## config.mk

```make
export PLATFORM = sky130hd
export DESIGN_NAME = regfile_wb_arbiter
export DESIGN_NICKNAME = d
export VERILOG_FILES = /design/src/rtl/regfile_wb_pkg.sv /design/src/rtl/dec_5to32.sv /design/src/rtl/regfile_wb_arbiter.sv
export SDC_FILE = /design/constraint.sdc
export NUM_CORES = 1
export LEC_CHECK = 0
export CAP_MARGIN = 10
export CORE_MARGIN = 1.5
export CORE_UTILIZATION = 46
export CTS_CLUSTER_SIZE = 10
export DETAILED_ROUTE_END_ITERATION = 6
export PLACE_DENSITY = 0.86
export SLEW_MARGIN = 10
export SYNTH_ARGS = -nofsm -noshare
export SYNTH_HDL_FRONTEND = slang
export SYNTH_SLANG_ARGS = --single-unit
export TNS_END_PERCENT = 30
```

## constraint.sdc

```tcl
create_clock -name clk -period 5 [get_ports clk]
set_clock_uncertainty 0.05 [all_clocks]
set_input_delay 0.75 -clock clk [delete_from_list [all_inputs] [get_ports clk]]
set_output_delay 0.75 -clock clk [all_outputs]
set_load 0.01 [all_outputs]
```

## src/rtl/regfile_wb_pkg.sv

```systemverilog
`default_nettype none
// ============================================================================
//  regfile_wb_pkg
//  Shared constants and slot-state encoding for the writeback arbiter.
//  Revision: 1.0
// ============================================================================
package regfile_wb_pkg;

  localparam int REG_ADDR_W = 5;
  localparam int NUM_REGS   = 32;
  localparam logic [REG_ADDR_W-1:0] REG_ZERO = 5'd0;

  typedef logic [2:0] state_t;

  localparam state_t ST_IDLE           = 3'd0;
  localparam state_t ST_ALU_ONLY       = 3'd1;
  localparam state_t ST_MEM_ONLY       = 3'd2;
  localparam state_t ST_BOTH_ALU_OLDER = 3'd3;
  localparam state_t ST_BOTH_MEM_OLDER = 3'd4;

endpackage : regfile_wb_pkg
`default_nettype wire

```

## src/rtl/dec_5to32.sv

```systemverilog
`default_nettype none
// ============================================================================
//  dec_5to32
//  Plain 5-to-32 one-hot decoder.
//  Revision: 1.0
// ============================================================================
module dec_5to32
  import regfile_wb_pkg::*;
(
  input  logic [REG_ADDR_W-1:0] i_sel,
  output logic [NUM_REGS-1:0]   o_onehot
);

  for (genvar i = 0; i < NUM_REGS; i++) begin : g_bit
    assign o_onehot[i] = (i_sel == 5'(i));
  end

endmodule : dec_5to32
`default_nettype wire

```

## src/rtl/regfile_wb_arbiter.sv

```systemverilog
`default_nettype none
// ============================================================================
//  regfile_wb_arbiter
//  Oldest-first arbitration of ALU and load writebacks onto one regfile port.
//  Revision: 1.0
// ============================================================================
module regfile_wb_arbiter
  import regfile_wb_pkg::*;
#(
  parameter int DATA_W = 32
) (
  input  logic                  clk,
  input  logic                  reset,
  input  logic                  alu_valid,
  output logic                  alu_ready,
  input  logic [REG_ADDR_W-1:0] alu_rd,
  input  logic [DATA_W-1:0]     alu_data,
  input  logic                  mem_valid,
  output logic                  mem_ready,
  input  logic [REG_ADDR_W-1:0] mem_rd,
  input  logic [DATA_W-1:0]     mem_data,
  output logic                  wr_en,
  output logic [REG_ADDR_W-1:0] wr_addr,
  output logic [DATA_W-1:0]     wr_data,
  output logic [NUM_REGS-1:0]   wr_onehot,
  output logic [NUM_REGS-1:0]   busy_mask
);

  state_t                  state_q, state_d;
  logic [REG_ADDR_W-1:0]   alu_rd_q, alu_rd_d, mem_rd_q, mem_rd_d;
  logic [DATA_W-1:0]       alu_data_q, alu_data_d, mem_data_q, mem_data_d;

  logic w_alu_full, w_mem_full, w_grant_alu, w_grant_mem;
  logic w_alu_keep, w_mem_keep, w_alu_load, w_mem_load;
  logic [NUM_REGS-1:0] w_wr_dec, w_alu_dec, w_mem_dec;

  // Slot occupancy and grant are pure decodes of the registered state.
  assign w_alu_full  = (state_q == ST_ALU_ONLY) || (state_q == ST_BOTH_ALU_OLDER) ||
                       (state_q == ST_BOTH_MEM_OLDER);
  assign w_mem_full  = (state_q == ST_MEM_ONLY) || (state_q == ST_BOTH_ALU_OLDER) ||
                       (state_q == ST_BOTH_MEM_OLDER);
  assign w_grant_alu = (state_q == ST_ALU_ONLY) || (state_q == ST_BOTH_ALU_OLDER);
  assign w_grant_mem = (state_q == ST_MEM_ONLY) || (state_q == ST_BOTH_MEM_OLDER);

  assign alu_ready = ~reset & (~w_alu_full | w_grant_alu);
  assign mem_ready = ~reset & (~w_mem_full | w_grant_mem);

  // Writes to r0 complete the handshake but never occupy a slot.
  assign w_alu_keep = w_alu_full & ~w_grant_alu;
  assign w_mem_keep = w_mem_full & ~w_grant_mem;
  assign w_alu_load = alu_valid & alu_ready & (alu_rd != REG_ZERO);
  assign w_mem_load = mem_valid & mem_ready & (mem_rd != REG_ZERO);

  always_comb begin
    state_d    = ST_IDLE;
    alu_rd_d   = alu_rd_q;
    alu_data_d = alu_data_q;
    mem_rd_d   = mem_rd_q;
    mem_data_d = mem_data_q;
    if (w_alu_load) begin
      alu_rd_d   = alu_rd;
      alu_data_d = alu_data;
    end
    if (w_mem_load) begin
      mem_rd_d   = mem_rd;
      mem_data_d = mem_data;
    end
    // A slot that was held through the edge is older than a fresh load;
    // two fresh loads on the same edge put mem first.
    if ((w_alu_keep || w_alu_load) && (w_mem_keep || w_mem_load)) begin
      state_d = w_alu_keep ? ST_BOTH_ALU_OLDER : ST_BOTH_MEM_OLDER;
    end else if (w_alu_keep || w_alu_load) begin
      state_d = ST_ALU_ONLY;
    end else if (w_mem_keep || w_mem_load) begin
      state_d = ST_MEM_ONLY;
    end
  end

  always_ff @(posedge clk) begin
    if (reset) begin
      state_q    <= ST_IDLE;
      alu_rd_q   <= '0;
      alu_data_q <= '0;
      mem_rd_q   <= '0;
      mem_data_q <= '0;
    end else begin
      state_q    <= state_d;
      alu_rd_q   <= alu_rd_d;
      alu_data_q <= alu_data_d;
      mem_rd_q   <= mem_rd_d;
      mem_data_q <= mem_data_d;
    end
  end

  always_comb begin
    wr_en   = 1'b0;
    wr_addr = '0;
    wr_data = '0;
    if (!reset && w_grant_alu) begin
      wr_en   = 1'b1;
      wr_addr = alu_rd_q;
      wr_data = alu_data_q;
    end else if (!reset && w_grant_mem) begin
      wr_en   = 1'b1;
      wr_addr = mem_rd_q;
      wr_data = mem_data_q;
    end
  end

  dec_5to32 u_dec_wr  (.i_sel(wr_addr),  .o_onehot(w_wr_dec));
  dec_5to32 u_dec_alu (.i_sel(alu_rd_q), .o_onehot(w_alu_dec));
  dec_5to32 u_dec_mem (.i_sel(mem_rd_q), .o_onehot(w_mem_dec));

  assign wr_onehot = w_wr_dec & {NUM_REGS{wr_en}};
  assign busy_mask = ((w_alu_dec & {NUM_REGS{w_alu_full}}) |
                      (w_mem_dec & {NUM_REGS{w_mem_full}})) & {NUM_REGS{~reset}};

endmodule : regfile_wb_arbiter
`default_nettype wire

```

Yosys cells after proc, flatten, opt, wreduce, memory -nomap -nowiden:

Cells that the tools add are included.

* bits in registers: 77
* bits of input ports: 78
* output and inout port bits: 104
* logic and storage cells: 148

* equality and inequality tests: 97
* muxes and demuxes: 10
* bitwise logic cells: 20
* reductions and logical operators: 16

Operator list (count)
* equality test 5 bit (second input constant): 48
* bitwise AND 32 bit: 4
* equality test 5 x 4 -> 1 bit (second input constant): 24
* two-way mux 32 bit: 2
* equality test 5 x 3 -> 1 bit (second input constant): 12
* OR 32 bit: 1
* equality test 5 x 2 -> 1 bit (second input constant): 6
* equality test 5 x 1 -> 1 bit (second input constant): 3
* logical NOT 5 bit: 3
* two-way mux 5 bit: 2
* nonzero test 5 bit: 2
* bitwise AND 1 bit: 8
* logical OR 1 bit: 7
* equality test 3 x 2 -> 1 bit (second input constant): 2
* two-way mux 3 bit: 2
* inverter 1 bit: 5
* two-way mux 2 bit: 2
* equality test 3 x 1 -> 1 bit (second input constant): 1
* equality test 3 bit (second input constant): 1
* logical AND 1 bit: 3
* two-way mux 1 bit: 2
* OR 1 bit: 2
* logical NOT 1 bit: 1

Logic depth before layout (Yosys ltp):

Gate-level depths: netlist (run 1).

* word-level depth: 12
* gate-level depth with buffers: 7

Cells and area by module:

Synthesis (run 1) repeated with hierarchy kept, for this count alone.

* cell total of the unflattened synthesis: 641
* area total of the unflattened synthesis: 5003.5 um^2

Modules (own cells, without submodules)
* regfile_wb_arbiter: instances 1, cells each 500, area each 4339.2 um^2, sequential area each 1541.5 um^2
* dec_5to32: instances 3, cells each 47, area each 221.5 um^2, sequential area each 0.0 um^2

Worst setup path before layout (run 1):

No wires, ideal clock.

* path kind: input -> output
* start point: in reset
* end point: out wr_onehot[10]
* data arrival time: 2.053 ns
* required time: 4.200 ns
* setup slack: 2.147 ns
* stages on the path: 5
* path buffers: 1
* cell sequence: buf_2 -> or4b_2 -> o41ai_1 -> nand3_1 -> nor2_1

* word-level cells in the longest chain between the ends: 6

Ends and longest elaborated chain
* from (decl): RTL line regfile_wb_arbiter.sv:13 `input logic reset,`
* logical NOT 1 bit (*): RTL line regfile_wb_arbiter.sv:99, regfile_wb_arbiter.sv:103
* logical AND 1 bit: RTL line regfile_wb_arbiter.sv:103 `end else if (!reset && w_grant_mem) begin`
* two-way mux 5 bit: RTL line regfile_wb_arbiter.sv:103
* two-way mux 5 bit: RTL line regfile_wb_arbiter.sv:99 `if (!reset && w_grant_alu) begin`
* equality test 5 x 4 -> 1 bit: RTL line dec_5to32.sv:15 `assign o_onehot[i] = (i_sel == 5'(i));`
* bitwise AND 32 bit (*): RTL line regfile_wb_arbiter.sv:114 `assign wr_onehot = w_wr_dec & {NUM_REGS{wr_en}};`
* to (decl): RTL line regfile_wb_arbiter.sv:25 `output logic [NUM_REGS-1:0] wr_onehot,`

Every way passes the cells marked *; elsewhere a longest branch is shown, timed or not.

Worst setup path after layout (run 1):

Same ends and word-level chain as after synthesis.

==> results of run 1 <==
## layout make-up
class | instances | area, um2
Fill cell | 701 | 2566
Multi-Input combinational cell | 459 | 2420
Timing Repair Buffer | 188 | 1872
Sequential cell | 77 | 1541
Tap cell | 108 | 135.1
Clock buffer | 9 | 123.9
Clock inverter | 7 | 121.4
Inverter | 7 | 26.28
## cells in the final DEF (no fill, tap or decap), drive strengths merged, types with 9 or more instances in the layout
cell type        n
nand2          149
nand3           72
inv              9
a21oi           70
dfxtp           77
clkbuf           9
nor2            44
a32o            32
o21ai           44
nand2b          12
clkdlybuf4s50  180
## logic make-up (layout without fill, tap and decap cells)
kind of cell | count (synthesis) | in the layout | synth area share, %
flops | 77 | 77 | 36.51
xor+xnor | 1 | 1 | 0.2075
buf+inv | 63 | 211 | 6.639
compound gates | 162 | 162 | 26.14
simple gates | 296 | 296 | 30.50
## layer usage
layer	track usage, %	vias up	share of wire [%]
li1	-	2375	-
met1	33.11	2317	40
met2	48.33	256	49
met3	7.943	39	9.0
met4	11.54	0	2.6
met5	0	-	0
## sequential cells by signal, indices dropped and copies added, names as in the netlist
name,count
state_q,3
mem_data_q,32
alu_data_q,32
alu_rd_q,5
mem_rd_q,5
## worst max-delay path by stage
stage          startpoint       endpoint  slack (ns)
4_1_cts             reset  wr_onehot[11]        1.24
6_report            reset  wr_onehot[10]        1.19
5_1_grt        state_q[0]  busy_mask[19]        1.06
3_3_place_gp        reset   wr_onehot[6]        1.33
2_1_floorplan       reset  wr_onehot[10]        2.15
3_5_place_dp        reset  wr_onehot[11]        1.23
## power groups by stage
| stage | Clock, mW | Combinational [mW] | Sequential, mW |
|---|---|---|---|
| finish | 0.571 | 0.296 | 0.688 |
| CTS | 0.575 | 0.293 | 0.688 |
| detailed placement | 0 | 0.291 | 0.702 |
| floorplan | 0 | 0.167 | 0.690 |
| global route | 0.602 | 0.320 | 0.694 |
| global placement | 0 | 0.285 | 0.699 |
## worst max-delay path, delay by kind of cell
family / cells / cell delay, ns
AO/OA/AOI/OAI: 1 / 0.19
buffers and inverters: 2 / 0.87
AND/OR/NAND/NOR: 3 / 1.18
==> results.yml, run 1 <==
status:
  run_status: "finished with violations"
  failed_checks: "design-rule violations"
routing:
  num_vias: 4987
  wire_per_inst_um: 16.39
  drt_wl_total_um: 14020
  drc: 10
  ant_nets: 0
  routed_via_density: 5.833
  drt-initial-drc-count: 444
  drt-pass1-iter-count: 7
logic_synthesis:
  seq_area_frac_synth_pct: 36.51
  synth_commonest_cells: "nand2_1, dfxtp_1, nand3_1"
  synth_top_area_share_pct: 36.51
  postSynthCellCount: 599
  yosys_warnings: 0
  syn_area_mm2: 0.004222
  synth.top_cells.by_area: "dfxtp_1, nand2_1, nand3_1, a21oi_1, a32o_1"
  synth_most_common_cell: "nand2_1"
  synth_edf_count: 0
  ys_types: 38
  syn_avg_cell_area_um2: 7.048
  syn-num-nets: 677
  synthFlopType: "dfxtp_1"
  synth_seq_cells: 77
  yosys.area.top_type: "dfxtp_1"
  async_flop_share_pct: 0
critical_path:
  crit_path_end_kind: "primary output"
  r2r_slack_ns: 2.30
  required_ns: 4.20
  crit_fanout: 40
  arrival_ns: 3.01
  crit_type: "in2out"
  crit_slowest_cell: "or4b_2"
  cp_cell_sequence: "buf_2 > or4b_2 > o41ai_1 > nand3_1 > nor2_1 > clkdlybuf4s50_1"
  reg2reg_depth: 5
  reg2reg_to: "alu_data_q[11]"
  slowest_delay_ns: 0.71
  startpoint_type: "primary input"
  r2r_start: "state_q[0]"
die:
  rows: 34
  ios: 182
  die_w_um: 98.80
  start_util_pct: 47.94
  die-area_mm2: 0.009761
  core_mm2: 0.008806
  die_y_um: 98.80
timing:
  layout_setup_ws_ns: 1.195
  post-route-min-period_ns: 3.805
  rsz0062_at_grt: "no"
  timing.hold.ws_ns: 0.4099
  finalSetupViolCount: 0
  final_hold_viol_count: 0
  tightestPinTransition_ns: 1.101
  fin_crit_sh_pct: 76.10
  setup_tns_ns: 0
  relSlewSlack_pct: 26.48
  slew_violations: 0
  max_freq_mhz: 262.8
layout:
  drive_above_1_share_pct: 4.819
  final_cell_count_no_fill: 855
  nets: 820
  final_util_pct: 70.86
  antenna_cells: 0
  stdcell_area_mm2: 0.006240
  area_growth_pct: 47.81
hold_path:
  hold_path_depth: 2
  min-delay-start: "alu_data_q[10]"
  hp-class: "reg2reg"
  hold_end: "alu_data_q[10]"
clock_tree:
  clkSinkCount: 77
  post_cts_buffers: 0
  worstSkewPairLatency_ns: 0.34
  cts_resized: 0
  path_clk_slew_ns: 0.07
  numCtsBuffers: 9
  cts-root-buf: "clkbuf_8"
  htreeDepth: 3
  cts_max_path_buffers: 2
  cts_tree: "done"
  postCtsHoldBufs: 0
place:
  dp_slack_ns: 1.228
  port-buffer-count: 181
  hpwlAfterDp_um: 9936
  dpl_cell_area_mm2: 0.005995
  dp.cells: 839
  place_congestion: 0.9445
pwr:
  power.share.clock_pct: 36.7
  power_frac_seq_pct: 44.2
  power_density_mw_per_mm2: 249.4
  ir_worst_vdd_mv: 0.2159
  internal_power_mw: 1.123
  p_sw_share_pct: 27.83
  p_leak_nw: 2.123
  pwr-share-comb_pct: 19.0
  power_mw: 1.556
  p_switching_mw: 0.4330
global_routing:
  grt_max_degree: 70
  grt_usage_pct: 28.17
  grt_pass1_vias: 4681
  antenna_found_initial: 0
  grt_pass1_wl_um: 22620
  grt_overflow: 0
job:
  drv_cap: 0
Power figures use the tool's default switching activity.
==> run 2: changes to the inputs <==
--- a/config.mk
+++ b/config.mk
@@ -7,10 +7,10 @@
 export LEC_CHECK = 0
 export CAP_MARGIN = 10
 export CORE_MARGIN = 1.5
-export CORE_UTILIZATION = 46
+export CORE_UTILIZATION = 43
 export CTS_CLUSTER_SIZE = 10
 export DETAILED_ROUTE_END_ITERATION = 6
-export PLACE_DENSITY = 0.86
+export PLACE_DENSITY = 0.81
 export SLEW_MARGIN = 10
 export SYNTH_ARGS = -nofsm -noshare
 export SYNTH_HDL_FRONTEND = slang
==> constraint.sdc (replaced) <==
create_clock -name clk -period 3.6 [get_ports clk]
set_clock_uncertainty 0.05 [all_clocks]
set_input_delay 0.54 -clock clk [delete_from_list [all_inputs] [get_ports clk]]
set_output_delay 0.54 -clock clk [all_outputs]
set_load 0.01 [all_outputs]
==> results.yml, run 2 (synthesis results as in run 1) <==
timing:
  relSlewSlack_pct: 50.23
  fin_crit_sh_pct: 92.64
  tightestPinTransition_ns: 0.7368
  rsz0062_at_grt: "no"
  finalSetupViolCount: 0
  final_hold_viol_count: 0
  post-route-min-period_ns: 3.335
  slew_violations: 0
  setup_tns_ns: 0
  max_freq_mhz: 299.8
critical_path:
  reg2reg_depth: 5
  arrival_ns: 2.75
  startpoint_type: "register"
  required_ns: 3.01
  crit_path_end_kind: "primary output"
  crit_type: "reg2out"
  crit_fanout: 8
die:
  ios: 182
  core_mm2: 0.009371
  start_util_pct: 45.05
  die-area_mm2: 0.01042
  die_w_um: 102.1
  rows: 35
  die_y_um: 102.1
routing:
  routed_via_density: 5.518
  drt-initial-drc-count: 306
  drt_wl_total_um: 13890
  wire_per_inst_um: 15.77
  drc: 0
  ant_nets: 0
  num_vias: 4861
  drt-pass1-iter-count: 6
pwr:
  power_density_mw_per_mm2: 322.6
  p_switching_mw: 0.5951
  p_leak_nw: 2.118
  internal_power_mw: 1.417
  ir_worst_vdd_mv: 0.2280
  pwr-share-comb_pct: 20.7
  p_sw_share_pct: 29.58
  power_frac_seq_pct: 47.3
  power.share.clock_pct: 32.0
job:
  drv_cap: 0
clock_tree:
  numCtsBuffers: 9
  cts_tree: "done"
  worstSkewPairLatency_ns: 0.35
  cts-root-buf: "clkbuf_8"
  clkSinkCount: 77
  postCtsHoldBufs: 0
  path_clk_slew_ns: 0.08
  cts_max_path_buffers: 2
  htreeDepth: 3
layout:
  layout_common_cells: "clkdlybuf4s50_1, nand2_1, dfxtp_1"
  area_growth_pct: 47.75
  final_common_cell: "clkdlybuf4s50_1"
  reg_top3: "alu_data_q: 32 flops, mem_data_q: 32 flops"
  stdcell_area_mm2: 0.006237
  antenna_cells: 0
  nets: 825
  drive_above_1_share_pct: 5.452
global_routing:
  grt_overflow: 0
  grt_pass1_wl_um: 21670
  grt_pass1_vias: 4369
  antenna_found_initial: 0
  grt_usage_pct: 26.09
  grt_max_degree: 75
place:
  place_congestion: 0.9067
  port-buffer-count: 181
  hpwlAfterDp_um: 10040
  dpl_cell_area_mm2: 0.006046
hold_path:
  hold_path_depth: 2
  hp-class: "reg2reg"
status:
  run_status: "completed"
[run 2: changes by cell type in the layout (fill, tap and decap cells not counted), sizes merged]
cell | before | now
buf | 8 | 13
clkinv | 2 | 3
clkbuf | 9 | 10
clkinvlp | 0 | 1
bufinv | 3 | 1
inv | 9 | 8
[run 2: layout make-up]
class	instances	area, um2
Tap cell	129	161.4
Fill cell	837	3134
Timing Repair Buffer	193	1897
Inverter	7	26.28
Clock buffer	10	127.6
Clock inverter	6	61.31
Sequential cell	77	1541
Multi-Input combinational cell	459	2422
[run 2: worst paths after layout]
| kind | from | endpoint | slack, ns |
|---|---|---|---|
| min reg2reg | alu_data_q[20] | alu_data_q[20] | 0.41 |
| max | state_q[1] | wr_onehot[9] | 0.26 |
| max reg2reg | state_q[1] | alu_data_q[27] | 1.67 |
| min | alu_data_q[20] | alu_data_q[20] | 0.41 |
[run 2: power groups by stage]
stage | Sequential (mW) | Clock, mW | Combinational [mW]
after global routing | 0.960 | 0.688 | 0.451
final | 0.952 | 0.643 | 0.416
after floorplan | 0.959 | 0 | 0.232
after detailed placement | 0.971 | 0 | 0.411
after global placement | 0.967 | 0 | 0.402
after CTS | 0.952 | 0.649 | 0.413
[run 2: metal layers]
layer | routed length (um) | track usage, %
met5 | 0 | 0
met4 | 234 | 9.273
met2 | 6687 | 44.07
met1 | 5779 | 33.25
met3 | 1189 | 4.993
[run 2: critical path, cell delays in order, from the launching register on]
cell	delay [ns]
dfxtp_1	0.46
xnor2_1	0.27
o41ai_1	0.67
nand3_1	0.27
nor2_1	0.16
clkdlybuf4s50_1	0.56
[run 2: metrics by stage]
stage	instances	utilization, %	power [mW]	hold slack (ns)	worst slack [ns]
after floorplan	599	-	1.191	0.3857	1.167
after global placement	865	64.51	1.370	0.3919	0.5391
after detailed placement	865	64.51	1.382	0.3975	0.4527
after CTS	881	66.53	2.014	0.4111	0.1381
after global routing	881	66.56	2.099	0.4222	0.02548
final	881	66.56	2.012	0.4106	0.2648
[run 2: repair_timing]
| action | 4_1_cts | 5_1_grt |
|---|---|---|
| endpoints found under the setup margin | 0 | 5 |
| resized for setup | 0 | 1 |
| setup buffers | 0 | 0 |
==> run 3: changes to the inputs <==
--- a/config.mk
+++ b/config.mk
@@ -11,6 +11,7 @@
 export CTS_CLUSTER_SIZE = 10
 export DETAILED_ROUTE_END_ITERATION = 6
 export PLACE_DENSITY = 0.81
+export RECOVER_POWER = 25
 export SLEW_MARGIN = 10
 export SYNTH_ARGS = -nofsm -noshare
 export SYNTH_HDL_FRONTEND = slang
==> results.yml, run 3 (synthesis results as in run 1) <==
pwr:
  p_leak_nw: 2.113
  p_switching_mw: 0.5962
  power_frac_seq_pct: 47.3
  pwr-share-comb_pct: 20.6
  p_sw_share_pct: 29.63
  power_density_mw_per_mm2: 323.3
  power.share.clock_pct: 32.0
  internal_power_mw: 1.416
  ir_worst_vdd_mv: 0.2278
clock_tree:
  cts-root-buf: "clkbuf_8"
  cts_resized: 0
  path_clk_slew_ns: 0.08
  cts_max_path_buffers: 2
  worstSkewPairLatency_ns: 0.35
  post_cts_buffers: 0
  postCtsHoldBufs: 0
  clkSinkCount: 77
  cts_tree: "done"
  numCtsBuffers: 9
  htreeDepth: 3
routing:
  drt-pass1-iter-count: 7
  wire_per_inst_um: 15.82
  num_vias: 4815
  drt_wl_total_um: 13940
  drc: 0
  ant_nets: 0
  drt-initial-drc-count: 344
  routed_via_density: 5.465
status:
  run_status: "finished with violations"
  failed_checks: "max-capacitance violations, max-slew violations"
layout:
  area_growth_pct: 47.45
  drive_above_1_share_pct: 5.186
  multi_input_area_mm2: 0.002416
  final_cell_count_no_fill: 881
  nFillCells: 840
  reg_top3: "alu_data_q: 32 flops, mem_data_q: 32 flops"
  antenna_cells: 0
  final_common_cell: "clkdlybuf4s50_1"
  nets: 825
  layout_common_cells: "clkdlybuf4s50_1, nand2_1, dfxtp_1"
  seq_area_mm2: 0.001541
place:
  dp_slack_ns: 0.4527
  hpwlAfterDp_um: 10040
  dp.cells: 865
  place_congestion: 0.9067
  port-buffer-count: 181
critical_path:
  crit_path_end_kind: "primary output"
  startpoint_type: "register"
  required_ns: 3.01
  arrival_ns: 2.74
  crit_type: "reg2out"
  crit_fanout: 8
timing:
  slew_violations: 34
  finalSetupViolCount: 0
  final_hold_viol_count: 0
  tightestPinTransition_ns: 1.515
  post-route-min-period_ns: 3.330
  fin_crit_sh_pct: 92.50
  max_freq_mhz: 300.3
  layout_setup_ws_ns: 0.2698
  relSlewSlack_pct: -0.9926
  rsz0062_at_grt: "no"
  setup_tns_ns: 0
die:
  die-area_mm2: 0.01042
  start_util_pct: 45.05
  rows: 35
  core_mm2: 0.009371
  die_y_um: 102.1
  die_w_um: 102.1
  ios: 182
global_routing:
  grt_usage_pct: 26.09
  grt_pass1_wl_um: 21670
  grt_overflow: 0
  grt_pass1_vias: 4369
  grt_max_degree: 75
  antenna_found_initial: 0
job:
  drv_cap: 1
hold_path:
  hp-class: "reg2reg"
## run 3: through the flow
step	util [%]	hold slack, ns	total power [mW]	instance area (um2)
floorplan	-	0.3857	1.191	4222
global placement	64.51	0.3919	1.370	6046
detailed placement	64.51	0.3975	1.382	6046
CTS	66.53	0.4111	2.014	6235
global route	66.42	0.4222	2.098	6225
finish	66.42	0.4102	2.012	6225
## run 3: layout make-up
cell class	instances	share of cell area, %
clock buffers	10	2.050
clock inverters	6	0.9849
inverters	7	0.4221
multi-input cells	459	38.81
flip-flops and latches	77	24.76
well taps	129	2.593
repair buffers	193	30.37
## run 3: path summary, 6_finish.rpt
| check | endpoint | slack (ns) | depth (start not counted) | startpoint |
|---|---|---|---|---|
| setup / recovery | wr_onehot[11] | 0.27 | 5 | state_q[1] |
| hold / removal | alu_data_q[2] | 0.41 | 2 | alu_data_q[2] |
| setup reg to reg | alu_data_q[27] | 0.83 | 5 | state_q[1] |
| hold reg to reg | alu_data_q[2] | 0.41 | 2 | alu_data_q[2] |
## run 3: worst max-delay path, stage by stage (launching register included)
cell and delay [ns]:
dfxtp_1 0.47, xnor2_1 0.27, o41ai_1 0.66, nand3_1 0.28, nor2_1 0.17, clkdlybuf4s50_1 0.55
## run 3: power by group through the flow
stage	Clock [mW]	Combinational, mW	Sequential, mW
after CTS	0.649	0.413	0.952
after global routing	0.688	0.450	0.960
final	0.645	0.415	0.952
after detailed placement	0	0.411	0.971
after floorplan	0	0.232	0.959
after global placement	0	0.402	0.967
## run 3: per-layer routing
metal,GRT usage (%),up-vias,wire [um]
met5,0,-,0
met4,9.273,0,241
met3,4.993,21,1136
met2,44.07,215,6679
met1,33.25,2205,5879
li1,-,2374,-
